--- src/rtl/fetch_pkg.sv ---
// Shared fetch-side types and constants, used by the fetch/decode queue and by later stages.
package fetch_pkg;

  localparam int unsigned FDQ_DEFAULT_DEPTH = 4;
  localparam int unsigned SEQ_NUM_BITS      = 5;

  typedef struct packed {
    logic [31:0]             inst;
    logic [31:0]             pc;
    logic [SEQ_NUM_BITS-1:0] seq_num;
  } fdq_entry_t;

endpackage

--- src/rtl/fdq_ptr_ctrl.sv ---
// Head/tail/occupancy bookkeeping for the fetch/decode queue, including squash.
module fdq_ptr_ctrl #(
  parameter int unsigned p_depth = 4,
  localparam int unsigned PtrW   = $clog2(p_depth),
  localparam int unsigned CntW   = PtrW + 1
) (
  input  logic            clk,
  input  logic            rst,
  input  logic            enq,
  input  logic            deq,
  input  logic            squash,
  output logic [PtrW-1:0] head,
  output logic [PtrW-1:0] tail,
  output logic [CntW-1:0] count,
  output logic            full,
  output logic            empty
);

  logic [PtrW-1:0] head_q, head_d, tail_q, tail_d;
  logic [CntW-1:0] count_q, count_d;

  always_comb begin
    head_d  = head_q;
    tail_d  = tail_q;
    count_d = count_q;
    if (squash) begin
      // Drop everything by collapsing head onto tail; the tail itself never moves on squash.
      head_d  = tail_q;
      count_d = '0;
    end else begin
      if (enq) tail_d = tail_q + PtrW'(1);
      if (deq) head_d = head_q + PtrW'(1);
      case ({enq, deq})
        2'b10:   count_d = count_q + CntW'(1);
        2'b01:   count_d = count_q - CntW'(1);
        default: count_d = count_q;
      endcase
    end
  end

  always_ff @(posedge clk) begin
    if (rst) begin
      head_q  <= '0;
      tail_q  <= '0;
      count_q <= '0;
    end else begin
      head_q  <= head_d;
      tail_q  <= tail_d;
      count_q <= count_d;
    end
  end

  assign head  = head_q;
  assign tail  = tail_q;
  assign count = count_q;
  assign full  = (count_q == CntW'(p_depth));
  assign empty = (count_q == '0);

endmodule

--- src/rtl/fetch_decode_queue.sv ---
// Fetch-to-decode instruction buffer with sequence-number tagging and squash.
// Define FETCH_DECODE_QUEUE_BYPASS_EN for a zero-latency path when the queue is empty.
module fetch_decode_queue
  import fetch_pkg::*;
#(
  parameter int unsigned p_depth        = FDQ_DEFAULT_DEPTH,
  parameter int unsigned p_seq_num_bits = SEQ_NUM_BITS
) (
  input  logic                      clk,
  input  logic                      rst,
  input  logic                      f_val,
  output logic                      f_rdy,
  input  logic [31:0]               f_inst,
  input  logic [31:0]               f_pc,
  output logic                      d_val,
  input  logic                      d_rdy,
  output logic [31:0]               d_inst,
  output logic [31:0]               d_pc,
  output logic [p_seq_num_bits-1:0] d_seq_num,
  input  logic                      squash
);

  localparam int unsigned PtrW = $clog2(p_depth);

  logic [PtrW-1:0]           head, tail;
  logic [PtrW:0]             count;
  logic                      full, empty;
  logic                      enq, deq, bypass_take;
  logic [p_seq_num_bits-1:0] seq_ctr_q;

  logic [31:0]               inst_mem [p_depth];
  logic [31:0]               pc_mem   [p_depth];
  logic [p_seq_num_bits-1:0] seq_mem  [p_depth];

  assign f_rdy = ~full & ~squash;

`ifdef FETCH_DECODE_QUEUE_BYPASS_EN
  logic bypass;
  assign bypass      = empty & ~squash;
  assign bypass_take = bypass & f_val & d_rdy;
  assign d_val       = bypass ? f_val  : ~empty;
  assign d_inst      = bypass ? f_inst : inst_mem[head];
  assign d_pc        = bypass ? f_pc   : pc_mem[head];
  assign d_seq_num   = bypass ? seq_ctr_q : seq_mem[head];
`else
  assign bypass_take = 1'b0;
  assign d_val       = ~empty;
  assign d_inst      = inst_mem[head];
  assign d_pc        = pc_mem[head];
  assign d_seq_num   = seq_mem[head];
`endif

  // A bypassed instruction is consumed directly and never occupies a slot.
  assign enq = f_val & f_rdy & ~bypass_take;
  assign deq = d_val & d_rdy & ~empty;

  fdq_ptr_ctrl #(
    .p_depth (p_depth)
  ) u_ptr_ctrl (
    .clk    (clk),
    .rst    (rst),
    .enq    (enq),
    .deq    (deq),
    .squash (squash),
    .head   (head),
    .tail   (tail),
    .count  (count),
    .full   (full),
    .empty  (empty)
  );

  always_ff @(posedge clk) begin
    if (enq) begin
      inst_mem[tail] <= f_inst;
      pc_mem[tail]   <= f_pc;
      seq_mem[tail]  <= seq_ctr_q;
    end
  end

  // Counts every accepted instruction, bypassed or not; squash leaves it alone.
  always_ff @(posedge clk) begin
    if (rst) begin
      seq_ctr_q <= '0;
    end else if (f_val & f_rdy) begin
      seq_ctr_q <= seq_ctr_q + p_seq_num_bits'(1);
    end
  end

endmodule

--- config.mk ---
export PLATFORM = sky130hd
export DESIGN_NAME = fetch_decode_queue
export DESIGN_NICKNAME = d
export VERILOG_FILES = /design/src/rtl/fetch_pkg.sv /design/src/rtl/fdq_ptr_ctrl.sv /design/src/rtl/fetch_decode_queue.sv
export SDC_FILE = /design/constraint.sdc
export NUM_CORES = 1
export LEC_CHECK = 0
export CAP_MARGIN = 20
export CORE_UTILIZATION = 55
export DETAILED_ROUTE_END_ITERATION = 8
export DONT_BUFFER_PORTS = 1
export PLACE_DENSITY = 0.7
export RECOVER_POWER = 50
export SLEW_MARGIN = 20
export SYNTH_ARGS = -nofsm -noshare
export SYNTH_HDL_FRONTEND = slang
export SYNTH_SLANG_ARGS = --single-unit
--- constraint.sdc ---
create_clock -name clk -period 9 [get_ports clk]
set_clock_uncertainty 0.2 [all_clocks]
set_input_delay 0.45 -clock clk [delete_from_list [all_inputs] [get_ports clk]]
set_output_delay 0.45 -clock clk [all_outputs]
set_load 0.005 [all_outputs]
==> reports/qor.txt <==
Worst-path clk slew: 0.06 ns
Min Clock Period, post-route: 4.50 ns
layout net count: 601
sequential area share after synthesis: 80.1%
post-route DRC violation count: 0
Pwr Density: 220 nW/µm²
I/O pins: 140
Startpoint Class: flip-flop
cts repair resizes: 0
Reg-to-Reg Start: u_ptr_ctrl.count[0]
Post-Route Setup TNS: 0 ns
worst skew pair latency: 0.52 ns
Critical Path Fanout Max: 43
final setup violation count: 0
Core ar.: 18900 µm²
R2R depth: 3
synth top area cells: edfxtp_1, mux4_2, dfxtp_1
post-synthesis async set-or-reset flop share: 0%
Antenna Nets Post-Route: 0
wire per inst: 22.2 µm
Mapped Cells: 446
crit path launch: u_ptr_ctrl.count[0]
die area: 20000 µm²
Worst EP required: 8.88 ns
Worst Setup EP: pc_mem[2][15]
outcome: finished, violations left
top cells by count, synth: edfxtp_1, mux4_2, dfxtp_1, a21oi_1, buf_2
Syn Area/Cell: 24.0 µm²
diode count: 0
number of iterations in the first detailed-routing pass: 5
area added between synthesis and finish: 16.7%
CTS root buffer: clkbuf_16
dpl hpwl: 9650 µm
Die Y: 141 µm
min-delay worst type: in -> reg
fin. max-slew vios: 44
max frequency: 222 MHz
critical path class: reg -> reg
largest net degree at the start of global routing: 70
Warnings, synthesis: 0
Max-slew headroom: -76.5%
final hold violation count: 0
maxcap violations: 1
grt ovf: 0
clock buffer depth: 3
area of the mapped netlist: 10700 µm²
die width: 141 µm
hold slack final: 0.0224 ns
cell taking the most area after synthesis: edfxtp_1
FF-to-FF End: pc_mem[2][15]
Iteration-0 DRC Markers: 247
vias in the first global route: 5009
number of synthesized flops with an enable pin: 276
initial antenna violation count: 0
flop-to-flop setup slack: 4.50 ns
CTS Buf Count: 30
Critical Path AT: 4.38 ns
leak pwr: 3.89 nW
routed vias: 4618
crit end category: flip-flop
Routed WL: 18000 µm
final worst path period share: 50.0%
H-tree Lvls: 1
hold_buf cts: 66
first-pass GRT wire length: 27600 µm
Synthesized Nets: 522
Rows: 50
Synth Flop Type: edfxtp_1
GP Congestion: 0.787
Post-CTS Setup Repair Bufs: 0
failing checks: capacitance limit, slew limit
Netlist cell types: 32
CTS tree: yes
worst vdd ir: 0.137 mV
initial core utilization: 56.6%
CTS Sinks: 290
total global-route track usage: 18.4%
worst slew pin tran: 2.65 ns
Port Buffers: 0
layout cells sized above 1: 21.7%
most common cell in the netlist: edfxtp_1
Vias per Instance: 5.71
RSZ-0062 raised after global routing: no
area share of the largest cell type after synthesis: 77.5%
Synth Register Bits: 290
-- layout by cell type (no fill, tap or decap) --
cell           instances
or3b_2                 1
and3_4                 3
nor2_1                 4
buf_4                  1
nand2b_4               1
xnor2_1                1
edfxtp_1             276
clkinv_2               7
and3_1                 1
o31ai_1                2
or3_2                  1
inv_8                  1
clkinv_1               9
a21oi_1                9
clkbuf_16             31
mux4_2                69
o21ai_0                5
dfxtp_1               12
nor3b_1                1
a211oi_1               1
inv_1                  7
a21o_1                 2
or3_1                  2
clkbuf_1               8
o31a_1                 1
dfxtp_4                2
xor2_1                 3
or4_1                  2
nor2b_1                2
nand3_1                6
mux2_2                 1
fa_1                   1
nor3_1                 2
ha_1                   6
clkinvlp_4             1
o311ai_0               1
dlygate4sd3_1         66
-- sequential cells by signal (all words and copies together), names as in the netlist, named ones only --
signal,flops
pc_mem,128
u_ptr_ctrl.head,2
inst_mem,128
seq_ctr_q,5
u_ptr_ctrl.count,3
seq_mem,20
u_ptr_ctrl.tail,2
-- worst max-delay path, cell delays in order (launching register included) --
cell      delay [ns]
dfxtp_1         0.43
or3b_2          0.25
and3_1          1.16
clkbuf_1        1.95
-- metrics by stage --
step	power, W	util [%]	instance area (µm²)	std cells	setup slack [ns]
2_1_floorplan	0.00163	-	10700	446	5.79
3_3_place_gp	0.00165	57.9	10900	686	6.05
3_5_place_dp	0.00165	57.9	10900	686	5.86
4_1_cts	0.00278	66.1	12500	808	5.50
5_1_grt	0.00284	66.1	12500	809	4.13
6_report	0.00275	66.1	12500	809	4.50
-- metal layers --
metal	track usage [%]	share of wire (%)
met1	23.5	41
met2	32.1	52
met3	3.91	6.3
met4	5.04	1.5
met5	0	0
-- worst min-delay path by stage --
stage | startpoint | to | slack, ns | depth (start not counted)
after global routing | rst | seq_ctr_q[2] | 0.02 | 2
final | rst | seq_ctr_q[2] | 0.02 | 2
after detailed placement | u_ptr_ctrl.tail[1] | u_ptr_ctrl.tail[1] | 0.31 | 2
after global placement | u_ptr_ctrl.tail[0] | u_ptr_ctrl.tail[0] | 0.30 | 2
after floorplan | seq_ctr_q[4] | seq_mem[0][4] | 0.27 | 0
after CTS | rst | seq_ctr_q[2] | 0.01 | 2
-- final cells by class --
type / count / area, µm²
sequential: 290 / 8580
fill: 1258 / 6410
multi-input combinational: 128 / 1990
clock buffer: 38 / 802
timing repair buffer: 68 / 672
tap: 260 / 325
clock inverter: 18 / 87.6
inverter: 7 / 26.3
-- cell families (layout without fill, tap and decap cells) --
logic type / Yosys count / count (layout) / share of synthesized area (%)
flip-flops: 290 / 290 / 80.1
AND/OR/NAND/NOR: 26 / 26 / 1.47
multiplexers: 70 / 70 / 14.6
buffers and inverters: 28 / 131 / 1.40
adder cells (fa/ha/maj): 7 / 7 / 0.889
AO/OA/AOI/OAI: 21 / 21 / 1.17
XOR/XNOR: 4 / 4 / 0.328
-- power breakdown --
group          internal, W  switching (W)
Sequential         0.00151      0.0000192
Combinational    0.0000678      0.0000618
Clock             0.000628       0.000469
Total              0.00220       0.000550
(Power assumes the default switching activity.)
